===== src/rtl/stage_sequencer_pkg.sv =====
// Shared definitions for the multicycle stage sequencer.
//   - stage_e: FSM state / stage_o encoding (the ALU compares against EXEC_STAGE)
//   - ITYPE_*: instruction format codes produced by decode
//   - fmt_ctrl_t / decode_fmt(): per-format operand strobes and writeback enable
package stage_sequencer_pkg;

  typedef enum logic [2:0] {
    StFetch     = 3'd0,
    StDecode    = 3'd1,
    StOperand   = 3'd2,
    StExecute   = 3'd3,
    StMemory    = 3'd4,
    StWriteback = 3'd5,
    StHalt      = 3'd7
  } stage_e;

  // Plain stage constants for blocks that decode stage_o without importing the enum.
  localparam logic [2:0] FETCH_STAGE  = 3'd0;
  localparam logic [2:0] DECODE_STAGE = 3'd1;
  localparam logic [2:0] OPER_STAGE   = 3'd2;
  localparam logic [2:0] EXEC_STAGE   = 3'd3;
  localparam logic [2:0] MEM_STAGE    = 3'd4;
  localparam logic [2:0] WB_STAGE     = 3'd5;
  localparam logic [2:0] HALT_STAGE   = 3'd7;

  // Instruction formats; any other code is illegal.
  localparam logic [4:0] ITYPE_R = 5'd0;
  localparam logic [4:0] ITYPE_I = 5'd1;
  localparam logic [4:0] ITYPE_S = 5'd2;
  localparam logic [4:0] ITYPE_B = 5'd3;
  localparam logic [4:0] ITYPE_U = 5'd4;
  localparam logic [4:0] ITYPE_J = 5'd5;

  typedef struct packed {
    logic legal;
    logic rd_a;
    logic rd_b;
    logic rd_pass;
    logic rf_we;
  } fmt_ctrl_t;

  function automatic fmt_ctrl_t decode_fmt(logic [4:0] itype);
    fmt_ctrl_t c;
    c = '0;
    case (itype)
      ITYPE_R: c = '{legal: 1'b1, rd_a: 1'b1, rd_b: 1'b1, rd_pass: 1'b0, rf_we: 1'b1};
      ITYPE_I: c = '{legal: 1'b1, rd_a: 1'b1, rd_b: 1'b1, rd_pass: 1'b0, rf_we: 1'b1};
      ITYPE_S: c = '{legal: 1'b1, rd_a: 1'b1, rd_b: 1'b1, rd_pass: 1'b1, rf_we: 1'b0};
      ITYPE_B: c = '{legal: 1'b1, rd_a: 1'b1, rd_b: 1'b1, rd_pass: 1'b0, rf_we: 1'b0};
      ITYPE_U: c = '{legal: 1'b1, rd_a: 1'b0, rd_b: 1'b0, rd_pass: 1'b1, rf_we: 1'b1};
      ITYPE_J: c = '{legal: 1'b1, rd_a: 1'b0, rd_b: 1'b0, rd_pass: 1'b1, rf_we: 1'b1};
      default: c = '0;
    endcase
    return c;
  endfunction

endpackage


===== src/rtl/stage_sequencer_mem_wait_timer.sv =====
// Memory wait timer shared by the instruction-fetch and data-access waits.
// Counts cycles a request has been pending without ack and flags expiry on the
// MEM_TIMEOUT-th such cycle.
//   clk        in  clock
//   reset      in  synchronous active-high reset
//   clear_i    in  return the count to zero (no request pending, or ack seen)
//   count_en_i in  request pending and not acked this cycle
//   expired_o  out this is the MEM_TIMEOUT-th unacked cycle (combinational)
module stage_sequencer_mem_wait_timer #(
  parameter int unsigned MEM_TIMEOUT = 255
) (
  input  logic clk,
  input  logic reset,
  input  logic clear_i,
  input  logic count_en_i,
  output logic expired_o
);

  localparam int unsigned CntW = $clog2(MEM_TIMEOUT + 1);
  localparam logic [CntW-1:0] LastCnt = CntW'(MEM_TIMEOUT - 1);

  logic [CntW-1:0] count_q, count_d;

  // count_q holds the number of unacked cycles already elapsed, so the cycle
  // seen with count_q == MEM_TIMEOUT-1 is the last one allowed.
  assign expired_o = count_en_i && (count_q == LastCnt);

  always_comb begin
    count_d = count_q;
    if (clear_i) begin
      count_d = '0;
    end else if (count_en_i && !expired_o) begin
      count_d = count_q + CntW'(1);
    end
  end

  always_ff @(posedge clk) begin
    if (reset) begin
      count_q <= '0;
    end else begin
      count_q <= count_d;
    end
  end

endmodule


===== src/rtl/stage_sequencer.sv =====
// Multicycle control FSM sequencing one instruction at a time through
// FETCH, DECODE, OPERAND, EXECUTE, [MEMORY], WRITEBACK. All outputs registered.
//   clk, reset      clock; synchronous active-high reset
//   run_i           start a new fetch when idle in FETCH
//   imem_ack_i      instruction memory ack (honoured only while imem_req_o=1)
//   dmem_ack_i      data memory ack (honoured only while dmem_req_o=1)
//   itype_i         instruction format from decode
//   is_mem_i        load/store flag from decode
//   stage_o         current stage (state register)
//   imem_req_o      instruction fetch request
//   dmem_req_o      data access request
//   ir_load_o       IR capture pulse (DECODE cycle)
//   readin_a_o      ALU operand-A latch strobe (OPERAND cycle)
//   readin_b_o      ALU operand-B latch strobe (OPERAND cycle)
//   readin_pass_o   ALU pass-through latch strobe (OPERAND cycle)
//   rf_we_o         register file write enable (WRITEBACK cycle)
//   pc_inc_o        PC advance pulse (WRITEBACK cycle)
//   illegal_o       sticky: unknown itype or unused stage reached
//   bus_err_o       sticky: memory request timed out
//   retired_o       completed-instruction count, wraps silently
module stage_sequencer
  import stage_sequencer_pkg::*;
#(
  parameter int unsigned MEM_TIMEOUT = 255,
  parameter int unsigned RET_W       = 32
) (
  input  logic             clk,
  input  logic             reset,
  input  logic             run_i,
  input  logic             imem_ack_i,
  input  logic             dmem_ack_i,
  input  logic [4:0]       itype_i,
  input  logic             is_mem_i,
  output logic [2:0]       stage_o,
  output logic             imem_req_o,
  output logic             dmem_req_o,
  output logic             ir_load_o,
  output logic             readin_a_o,
  output logic             readin_b_o,
  output logic             readin_pass_o,
  output logic             rf_we_o,
  output logic             pc_inc_o,
  output logic             illegal_o,
  output logic             bus_err_o,
  output logic [RET_W-1:0] retired_o
);

  stage_e           state_q, state_d;
  logic             imem_req_q, imem_req_d;
  logic             dmem_req_q, dmem_req_d;
  logic             ir_load_q, ir_load_d;
  logic             rd_a_q, rd_a_d;
  logic             rd_b_q, rd_b_d;
  logic             rd_pass_q, rd_pass_d;
  logic             rf_we_q, rf_we_d;
  logic             pc_inc_q, pc_inc_d;
  logic             illegal_q, illegal_d;
  logic             bus_err_q, bus_err_d;
  logic [RET_W-1:0] retired_q, retired_d;

  fmt_ctrl_t fmt;
  logic      req_pending;
  logic      ack_taken;
  logic      timer_expired;

  assign fmt = decode_fmt(itype_i);

  // Acks only count while their own request is up; stray acks are dropped here.
  assign req_pending = imem_req_q | dmem_req_q;
  assign ack_taken   = (imem_req_q & imem_ack_i) | (dmem_req_q & dmem_ack_i);

  stage_sequencer_mem_wait_timer #(
    .MEM_TIMEOUT(MEM_TIMEOUT)
  ) u_timer (
    .clk       (clk),
    .reset     (reset),
    .clear_i   (!req_pending || ack_taken),
    .count_en_i(req_pending && !ack_taken),
    .expired_o (timer_expired)
  );

  always_comb begin
    state_d    = state_q;
    imem_req_d = 1'b0;
    dmem_req_d = 1'b0;
    ir_load_d  = 1'b0;
    rd_a_d     = 1'b0;
    rd_b_d     = 1'b0;
    rd_pass_d  = 1'b0;
    rf_we_d    = 1'b0;
    pc_inc_d   = 1'b0;
    illegal_d  = illegal_q;
    bus_err_d  = bus_err_q;
    retired_d  = retired_q;

    case (state_q)
      StFetch: begin
        if (imem_req_q) begin
          // Ack is checked before expiry so a same-cycle ack wins.
          if (imem_ack_i) begin
            state_d   = StDecode;
            ir_load_d = 1'b1;
          end else if (timer_expired) begin
            bus_err_d = 1'b1;
            state_d   = StHalt;
          end else begin
            imem_req_d = 1'b1;
          end
        end else begin
          imem_req_d = run_i;
        end
      end

      StDecode: begin
        if (!fmt.legal) begin
          illegal_d = 1'b1;
          state_d   = StHalt;
        end else begin
          // Strobes are registered on entry so they cover exactly the OPERAND cycle.
          state_d   = StOperand;
          rd_a_d    = fmt.rd_a;
          rd_b_d    = fmt.rd_b;
          rd_pass_d = fmt.rd_pass;
        end
      end

      StOperand: begin
        state_d = StExecute;
      end

      StExecute: begin
        if (is_mem_i) begin
          state_d    = StMemory;
          dmem_req_d = 1'b1;
        end else begin
          state_d   = StWriteback;
          rf_we_d   = fmt.rf_we;
          pc_inc_d  = 1'b1;
          retired_d = retired_q + RET_W'(1);
        end
      end

      StMemory: begin
        if (dmem_req_q && dmem_ack_i) begin
          state_d   = StWriteback;
          rf_we_d   = fmt.rf_we;
          pc_inc_d  = 1'b1;
          retired_d = retired_q + RET_W'(1);
        end else if (timer_expired) begin
          bus_err_d = 1'b1;
          state_d   = StHalt;
        end else begin
          dmem_req_d = 1'b1;
        end
      end

      StWriteback: begin
        // Raising the next request on the way out keeps back-to-back issue at 5 cycles.
        state_d    = StFetch;
        imem_req_d = run_i;
      end

      StHalt: begin
        state_d = StHalt;
      end

      default: begin
        // Unused encoding (6): treat as corruption.
        state_d   = StHalt;
        illegal_d = 1'b1;
      end
    endcase
  end

  always_ff @(posedge clk) begin
    if (reset) begin
      state_q    <= StFetch;
      imem_req_q <= 1'b0;
      dmem_req_q <= 1'b0;
      ir_load_q  <= 1'b0;
      rd_a_q     <= 1'b0;
      rd_b_q     <= 1'b0;
      rd_pass_q  <= 1'b0;
      rf_we_q    <= 1'b0;
      pc_inc_q   <= 1'b0;
      illegal_q  <= 1'b0;
      bus_err_q  <= 1'b0;
      retired_q  <= '0;
    end else begin
      state_q    <= state_d;
      imem_req_q <= imem_req_d;
      dmem_req_q <= dmem_req_d;
      ir_load_q  <= ir_load_d;
      rd_a_q     <= rd_a_d;
      rd_b_q     <= rd_b_d;
      rd_pass_q  <= rd_pass_d;
      rf_we_q    <= rf_we_d;
      pc_inc_q   <= pc_inc_d;
      illegal_q  <= illegal_d;
      bus_err_q  <= bus_err_d;
      retired_q  <= retired_d;
    end
  end

  assign stage_o       = state_q;
  assign imem_req_o    = imem_req_q;
  assign dmem_req_o    = dmem_req_q;
  assign ir_load_o     = ir_load_q;
  assign readin_a_o    = rd_a_q;
  assign readin_b_o    = rd_b_q;
  assign readin_pass_o = rd_pass_q;
  assign rf_we_o       = rf_we_q;
  assign pc_inc_o      = pc_inc_q;
  assign illegal_o     = illegal_q;
  assign bus_err_o     = bus_err_q;
  assign retired_o     = retired_q;

endmodule


===== config.mk =====
export PLATFORM = sky130hd
export DESIGN_NAME = stage_sequencer
export DESIGN_NICKNAME = d
export VERILOG_FILES = /design/src/rtl/stage_sequencer_pkg.sv /design/src/rtl/stage_sequencer_mem_wait_timer.sv /design/src/rtl/stage_sequencer.sv
export SDC_FILE = /design/constraint.sdc
export NUM_CORES = 1
export LEC_CHECK = 0
export ABC_CLOCK_PERIOD_IN_PS = 2450
export BUFFER_PORTS_ARGS = -buffer_cell sky130_fd_sc_hd__buf_2
export CORE_MARGIN = 2
export CORE_UTILIZATION = 55
export DETAILED_ROUTE_END_ITERATION = 10
export GPL_ROUTABILITY_DRIVEN = 1
export PLACE_DENSITY = 0.85
export SKIP_LAST_GASP = 1
export SLEW_MARGIN = 0
export SYNTH_ARGS = -nofsm -noshare
export SYNTH_HDL_FRONTEND = slang
export SYNTH_SLANG_ARGS = --single-unit

===== constraint.sdc =====
create_clock -name clk -period 2.45 [get_ports clk]
set_input_delay 0.245 -clock clk [delete_from_list [all_inputs] [get_ports clk]]
set_output_delay 0.245 -clock clk [all_outputs]
set_load 0.01 [all_outputs]

# --- Word level (Yosys, flattened, before mapping) ---
# Index checks and enable logic that the tools add are counted.
word_totals:
  rom_bits: 0
  n_memories: 0
  out_inout_bits: 45
  latchBits: 0
  ram_bits: 0
  elab_cells: 95
  inputBits: 11
  ff_bits: 53
op_classes:
  n_eq_ne: 18
  n_bitwise: 9
  magnitude_cmp: 0
  multipliers: 0
  shifts: 0
  div: 0
  n_addsub: 2
  reduce_logical: 21
  mux: 32
op_table:
  columns: ["cell", "n"]
  rows:
  - ["two-way mux 32 bit", 2]
  - ["one-hot mux 32 bit (2 select lines)", 1]
  - ["adder 32 x 1 -> 32 bit (second input constant)", 1]
  - ["one-hot mux 5 bit (4 select lines)", 1]
  - ["one-hot mux 3 bit (6 select lines)", 1]
  - ["two-way mux 1 bit", 16]
  - ["two-way mux 3 bit", 5]
  - ["!= test 2 bit (second input constant)", 6]
  - ["one-hot mux 1 bit (2 select lines)", 6]
  - ["== test 5 x 2 -> 1 bit (second input constant)", 2]
  - ["== test 5 x 3 -> 1 bit (second input constant)", 2]
  - ["== test 3 bit (second input constant)", 3]
  - ["adder 8 x 1 -> 8 bit (second input constant)", 1]
  - ["== test 8 bit (second input constant)", 1]
  - ["== test 3 x 2 -> 1 bit (second input constant)", 2]
  - ["OR reduction 2 bit", 3]
  - ["OR reduction 3 bit", 2]
  - ["OR reduction 6 bit", 1]
  - ["== test 5 x 1 -> 1 bit (second input constant)", 1]
  - ["zero test 5 bit", 1]
  - ["inverter 1 bit", 5]
  - ["logical AND 1 bit", 4]
  - ["AND reduction 4 bit", 1]
  - ["nonzero test 2 bit", 2]
  - ["other kinds (8)", 12]

# --- Longest topological paths before layout ---
# Gate-level depths: netlist (run 1).
logic_depth:
  depth_word: 9
  depth_mapped: 6
  depth_no_buf: 6

# --- Modules after synthesis ---
# Synthesis (run 1) repeated with hierarchy kept, for this count alone.
unflattened:
  cells_unflattened: 304
  hier_area_um2: 2568.7
modules_own_cells:
  columns: ["module", "cells_per_inst", "area_each_um2", "n_inst", "seq_area_each_um2"]
  rows:
  - ["stage_sequencer", 253, 2113.3, 1, 880.8]
  - ["stage_sequencer_mem_wait_timer", 51, 455.4, 1, 160.2]

# --- Worst setup path before layout (run 1) ---
# Ideal clock, no wire load.
synth_path:
  path_type: "register to register"
  startpoint: "reg retired_q[7] (netlist: retired_o[7])"
  endpoint: "reg retired_q[23] (netlist: retired_o[23])"
  period_less_slack_ps: 1982
  arrival_time_ps: 1859
  setup_time_ps: 123
  path_stages_with_launch: 6
  slack_ps: 468
  path_cell_list: "dfxtp_1 nand4_2 or4_4 buf_6 nor4_1 mux2_1"
synth_between:
  elab_chain_cells: 3
synth_lines:
  columns: ["element", "line", "source"]
  rows:
  - ["start: declaration", "stage_sequencer.sv:59", "logic [RET_W-1:0] retired_q, retired_d;"]
  - ["start signal: assignment", "stage_sequencer.sv:201", "retired_q <= retired_d;"]
  - ["adder 32 x 1 -> 32 bit *", "stage_sequencer.sv:139, stage_sequencer.sv:148", null]
  - ["two-way mux 32 bit, on equally long branches", "stage_sequencer.sv:144, stage_sequencer.sv:132", null]
  - ["one-hot mux 32 bit (2 select lines) *", "stage_sequencer.sv:96", "case (state_q)"]
# Mark *: on every way between the ends. The rest lies on a longest branch, timed or not. The select of a mux whose other input is x is not followed.
# A chain may end at the register's enable or synchronous reset.

# --- Worst setup path in the final report (run 1) ---
layout_path:
  startpoint: "reg retired_q[0] (netlist: retired_o[0])"
  endpoint: "reg retired_q[28] (netlist: retired_o[28])"
# Same word-level chain as after synthesis.

==> results of run 1 <==
registers in the layout, indices dropped and copies added, names as in the netlist:
signal           count
retired_o           32
rf_we_o              1
dmem_req_o           1
stage_o              3
illegal_o            1
pc_inc_o             1
imem_req_o           1
bus_err_o            1
readin_pass_o        1
ir_load_o            1
readin_a_o           1
u_timer.count_q      8
layout by cell type (no fill, tap or decap), drive strengths merged, types with 2 or more instances in the layout:
master / n
nand2: 24
clkinv: 2
or3: 8
buf: 62
nor2: 32
nor3b: 3
a211o: 2
inv: 8
nor4: 12
a21oi: 24
or4: 16
and4: 9
mux2: 12
a32oi: 2
clkbuf: 6
nor3: 5
o31ai: 14
a31oi: 2
ha: 3
nand3: 8
a21o: 2
nand4: 13
a211oi: 5
dfxtp: 52
and2: 5
o21ai: 8
and3: 8
nor2b: 13
a311oi: 2
xor2: 3
area by class of cell:
cell class,instances,share of cell area [%]
multi-input cells,250,50.5
repair buffers,62,10.3
well taps,70,2.74
clock buffers,6,2.59
flip-flops and latches,52,32.6
inverters,8,0.941
clock inverters,2,0.314
cell families (layout without fill, tap and decap cells):
family | after synthesis | after routing
AND/OR/NAND/NOR | 160 | 160
AO/OA/AOI/OAI | 70 | 70
flip-flops | 52 | 52
buffers and inverters | 30 | 78
multiplexers | 13 | 13
XOR/XNOR | 4 | 4
adder cells (fa/ha/maj) | 3 | 3
per-stage QoR:
step	worst slack [ps]	hold WS (ps)	util [%]	cell area (sq um)
floorplan	468	317	-	2820
global placement	449	448	61.9	3100
detailed placement	389	451	61.9	3100
CTS	353	131	63.7	3190
global route	225	140	63.7	3190
finish	354	137	63.7	3190
metal layers:
metal | up-vias | GRT usage [%]
li1 | 1346 | -
met1 | 1283 | 29.1
met2 | 94 | 34.7
met3 | 9 | 4.23
met4 | 0 | 7.99
met5 | - | 0
worst min path at each step:
stage / to / depth (start not counted) / slack (ps) / startpoint
after floorplan: readin_a_o$_SDFF_PP0_ / 1 / 320 / itype_i[2]
after global placement: bus_err_o$_SDFFE_PP0P_ / 2 / 450 / bus_err_o$_SDFFE_PP0P_
after detailed placement: bus_err_o$_SDFFE_PP0P_ / 2 / 450 / bus_err_o$_SDFFE_PP0P_
after CTS: readin_a_o$_SDFF_PP0_ / 2 / 130 / itype_i[2]
after global routing: readin_a_o$_SDFF_PP0_ / 2 / 140 / itype_i[2]
final: readin_a_o$_SDFF_PP0_ / 2 / 140 / itype_i[2]
worst max-delay path: cells and delay by family (launching register included):
family	cells	cell delay [ps]
flip-flops	1	390
AND/OR/NAND/NOR	2	710
buffers and inverters	1	270
AO/OA/AOI/OAI	2	340
adder cells (fa/ha/maj)	1	300
power by group through the flow:
stage | clock, mW | combinational, mW | sequential [mW]
floorplan | 0 | 0.113 | 0.905
CTS | 0.520 | 0.169 | 0.881
detailed placement | 0 | 0.168 | 0.900
finish | 0.509 | 0.169 | 0.880
global placement | 0 | 0.164 | 0.899
global route | 0.549 | 0.191 | 0.884
==> flow_summary.yaml, run 1 <==
yosys:
  ys_seq_area_share_pct: 36.9
  synth-simple-area-share_pct: 32.8
  postSynthCellCount: 332
  yosysUniqueCellTypes: 58
  yosys.area.top_type: "dfxtp_1"
  yosysMostFrequentCell: "dfxtp_1"
  synth_xor_area_share_pct: 1.24
  synth_top_cell_area_share_pct: 36.9
  synth_top_family_by_area: "simple AND/OR/NAND/NOR gates"
  yosys-top-cells-area: "dfxtp_1 (37%), a21oi_1 (4.3%), nor2_1 (4.3%)"
  synth_compound_area_share_pct: 16.6
  syn_nets: 346
  synth_enable_flop_cells: 0
  synth_fa_ha_area_share_pct: 1.33
  synth_flop_cell: "dfxtp_1"
  synthMuxAreaShare_pct: 5.15
  synth_seq_cells: 52
  netlist_area_sq_um: 2820
  async_flop_share_pct: 0
  avgSynthCellArea_sq_um: 8.49
  synth_common_cells: "dfxtp_1 (52), nor2_1 (32), a21oi_1 (24), nand2_1 (24), o31ai_1 (14)"
  yosys_warnings: 0
global_routing:
  globalRouteOverflowTotal: 0
  track_usage_pct: 21.7
  grt_max_degree: 34
  antenna_found_initial: 0
  grt_first_pass_wirelength_microns: 9830
  grt_pass1_vias: 2253
cts:
  cts_root_buffer: "clkbuf_8"
  cts_setup_buffers: 0
  clock_latency_ps: 300
  clk_pin_slew_worst_paths_ps: 90
  cts_hold_buf: 0
  h-tree-depth: 2
  ctsLongestPathBuffers: 2
  cts_sinks: 52
  cts_resized: 0
  tritoncts: "yes"
  cts_buffers: 5
worst_setup_path:
  rr_endpoint: "retired_o[28]$_SDFFE_PP0P_"
  critPathCaptureType: "flip-flop"
  slowest_stage: "or4_1"
  reg2reg_from: "retired_o[0]$_SDFFE_PP0P_"
  crit_type: "flip-flop to flip-flop"
  slowest_delay_ps: 500
  critical_path.startpoint: "retired_o[0]$_SDFFE_PP0P_"
  r2r_cells: 6
  cp_max_fo: 9
  cp.arrival_ps: 2330
  cp-start-kind: "flip-flop"
  crit_end: "retired_o[28]$_SDFFE_PP0P_"
  timing.reg2reg.setup_slack_ps: 350
  cp.required_ps: 2680
  worstPathCellList: "ha_1 -> and3_2 -> a32oi_1 -> buf_4 -> or4_1 -> a21oi_1"
hold_path:
  hold_path_class: "primary input to flip-flop"
detailed_routing:
  dr_wl_met3_microns: 403
  wl_met2_microns: 2950
  wl_per_cell_microns: 14.0
  dr_total_vias: 2732
  finalWirelength_microns: 6300
  met1_length_microns: 2880
  drt_pass1_iterations: 5
  detail-route-antenna-nets: 0
  top_layer_used: "met4"
  avgViaCountPerCell: 6.07
  drt-initial-drc-count: 252
  drc: 0
die:
  core_sq_um: 5010
  design.die.area_sq_um: 5710
  ioPinCount: 56
  die_y_microns: 75.6
  num_rows: 26
  die_w_microns: 75.6
  initial_core_util_pct: 56.3
final_layout:
  nets: 393
  finalNonFillerCells: 450
  seqCellArea_sq_um: 1040
  drive_above_1_share_pct: 22.9
  multi_input_area_sq_um: 1610
  diodes: 0
  fillers: 458
  area_growth_pct: 13.2
sta:
  finalSetupViolCount: 0
  post-route-min-period_ps: 2100
  hold_viol_final: 0
  fin_crit_sh_pct: 85.5
  fmax_mhz: 477
  relSlewSlack_pct: 51.0
  worstMarginPinSlew_ps: 735
  slew_viol_final: 0
  rsz0062_at_grt: "false"
  clock_skew_ps: 7.14
  setup-tns-final_ps: 0
power_and_ir_drop:
  peakVddDrop_v: 0.000243
  p_per_area_nw_per_um2: 488
  net-switching-power_mw: 0.399
  combPwrFrac_pct: 10.8
  power.leakage_nw: 1.30
  clkPwrFrac_pct: 32.7
  p_total_mw: 1.56
  pwr-share-seq_pct: 56.5
  switching_share_pct: 25.6
  intPower_mw: 1.16
placement:
  port_buffers: 55
  dpl.cell_count: 442
  post-dp-hpwl_microns: 4520
  routabilityCongestion: 0.847
flow_run:
  max_cap_viol_count: 0
run_status:
  status: "finished, final reports clean"
Power figures use the tool's default switching activity.
==> run 2, diff against run 1 <==
--- a/config.mk
+++ b/config.mk
@@ -8,10 +8,10 @@
 export ABC_CLOCK_PERIOD_IN_PS = 2450
 export BUFFER_PORTS_ARGS = -buffer_cell sky130_fd_sc_hd__buf_2
 export CORE_MARGIN = 2
-export CORE_UTILIZATION = 55
+export CORE_UTILIZATION = 50
 export DETAILED_ROUTE_END_ITERATION = 10
 export GPL_ROUTABILITY_DRIVEN = 1
-export PLACE_DENSITY = 0.85
+export PLACE_DENSITY = 0.79
 export SKIP_LAST_GASP = 1
 export SLEW_MARGIN = 0
 export SYNTH_ARGS = -nofsm -noshare
==> run 2 against run 1 <==
Net effect: non-clock buffer count down 1; flip-flop and latch count unchanged; maximum frequency down 5.4%; cell count unchanged; die area up 9.5%; first-iteration DRC count down 37%; largest cell class unchanged.
==> flow_summary.yaml, run 2 (synthesis gave the netlist of run 1 again) <==
run_status:
  status: "finished, final reports clean"
placement:
  dpl.cell_count: 443
  post-dp-hpwl_microns: 4530
  routabilityCongestion: 0.845
  port_buffers: 55
global_routing:
  antenna_found_initial: 0
  grt_pass1_vias: 2481
  globalRouteOverflowTotal: 0
  grt_first_pass_wirelength_microns: 10800
  track_usage_pct: 21.3
  grt_max_degree: 36
detailed_routing:
  drt_pass1_iterations: 4
  dr_total_vias: 2694
  wl_per_cell_microns: 14.3
  detail-route-antenna-nets: 0
  finalWirelength_microns: 6450
  drc: 0
  avgViaCountPerCell: 5.99
  drt-initial-drc-count: 159
sta:
  fin_crit_sh_pct: 90.4
  rsz0062_at_grt: "false"
  hold_viol_final: 0
  slew_viol_final: 0
  finalSetupViolCount: 0
  relSlewSlack_pct: 35.5
  setup-tns-final_ps: 0
  worstMarginPinSlew_ps: 967
  clock_skew_ps: 4.03
  fmax_mhz: 451
  post-route-min-period_ps: 2220
final_layout:
  most-common-layout-cells: "buf_2 (55), dfxtp_1 (52), nor2_1 (32)"
  nets: 392
  finalNonFillerCells: 450
  multi_input_area_sq_um: 1610
  fillers: 512
  area_growth_pct: 13.6
  fin_util_pct: 58.5
  seqCellArea_sq_um: 1040
  drive_above_1_share_pct: 22.5
  diodes: 0
  largest_reg_flops: 32
  final_common_cell: "buf_2"
power_and_ir_drop:
  clkPwrFrac_pct: 33.9
  intPower_mw: 1.19
  pwr-share-seq_pct: 55.3
  net-switching-power_mw: 0.402
  p_per_area_nw_per_um2: 496
  combPwrFrac_pct: 10.9
  switching_share_pct: 25.3
  peakVddDrop_v: 0.000237
  power.leakage_nw: 1.30
cts:
  cts_resized: 0
  cts_sinks: 52
  cts_setup_buffers: 0
  cts_root_buffer: "clkbuf_8"
  clock_latency_ps: 310
  h-tree-depth: 2
  cts_hold_buf: 0
  cts_buffers: 5
  tritoncts: "yes"
  ctsLongestPathBuffers: 2
  clk_pin_slew_worst_paths_ps: 90
die:
  ioPinCount: 56
  num_rows: 27
  core_sq_um: 5470
  initial_core_util_pct: 51.5
  die_w_microns: 79.1
  design.die.area_sq_um: 6250
  die_y_microns: 79.1
worst_setup_path:
  cp.required_ps: 2650
  cp.arrival_ps: 2420
  cp_max_fo: 14
  cp-start-kind: "flip-flop"
  critPathCaptureType: "flip-flop"
  crit_type: "flip-flop to flip-flop"
flow_run:
  max_cap_viol_count: 0
hold_path:
  hold_path_class: "primary input to flip-flop"
[run 2: final timing paths]
kind	endpoint	depth (start not counted)	slack, ps	from
worst max-delay path	retired_o[22]$_SDFFE_PP0P_	5	230	retired_o[0]$_SDFFE_PP0P_
worst min-delay path	readin_a_o$_SDFF_PP0_	2	120	itype_i[2]
worst max register to register	retired_o[22]$_SDFFE_PP0P_	5	230	retired_o[0]$_SDFFE_PP0P_
worst min register to register	bus_err_o$_SDFFE_PP0P_	2	480	bus_err_o$_SDFFE_PP0P_
[run 2: power groups by stage]
stage	combinational [mW]	sequential [mW]	clock, mW
after global placement	0.168	0.897	0
after global routing	0.195	0.881	0.581
after detailed placement	0.173	0.897	0
after CTS	0.174	0.878	0.556
final	0.172	0.877	0.538
after floorplan	0.113	0.905	0
[run 2: critical path, cell delays in order (launching register included)]
cell and delay [ps]:
dfxtp_1 350, ha_1 280, and3_2 200, a32oi_1 730, nor4_1 180, mux2_1 360
[run 2: per-layer routing]
metal | global-route usage (%) | part of all wire [%] | up-vias | routed length [microns]
li1 | - | - | 1336 | -
met5 | 0 | 0 | - | 0
met2 | 34.3 | 46 | 76 | 2980
met1 | 27.2 | 46 | 1270 | 2960
met3 | 4.66 | 6.1 | 12 | 395
met4 | 9.66 | 1.8 | 0 | 114
[run 2: through the flow]
stage	hold slack, ps	area (sq um)	worst slack (ps)	total power [mW]
2_1_floorplan	317	2820	468	1.02
3_3_place_gp	452	3110	338	1.06
3_5_place_dp	455	3110	237	1.07
4_1_cts	120	3200	227	1.61
5_1_grt	142	3200	32.7	1.66
6_report	122	3200	234	1.59
[run 2: layout make-up]
class	count	share of cell area [%]
inverters	8	0.938
flip-flops and latches	52	32.5
repair buffers	61	10.4
well taps	72	2.81
clock buffers	7	3.01
multi-input cells	250	50.4
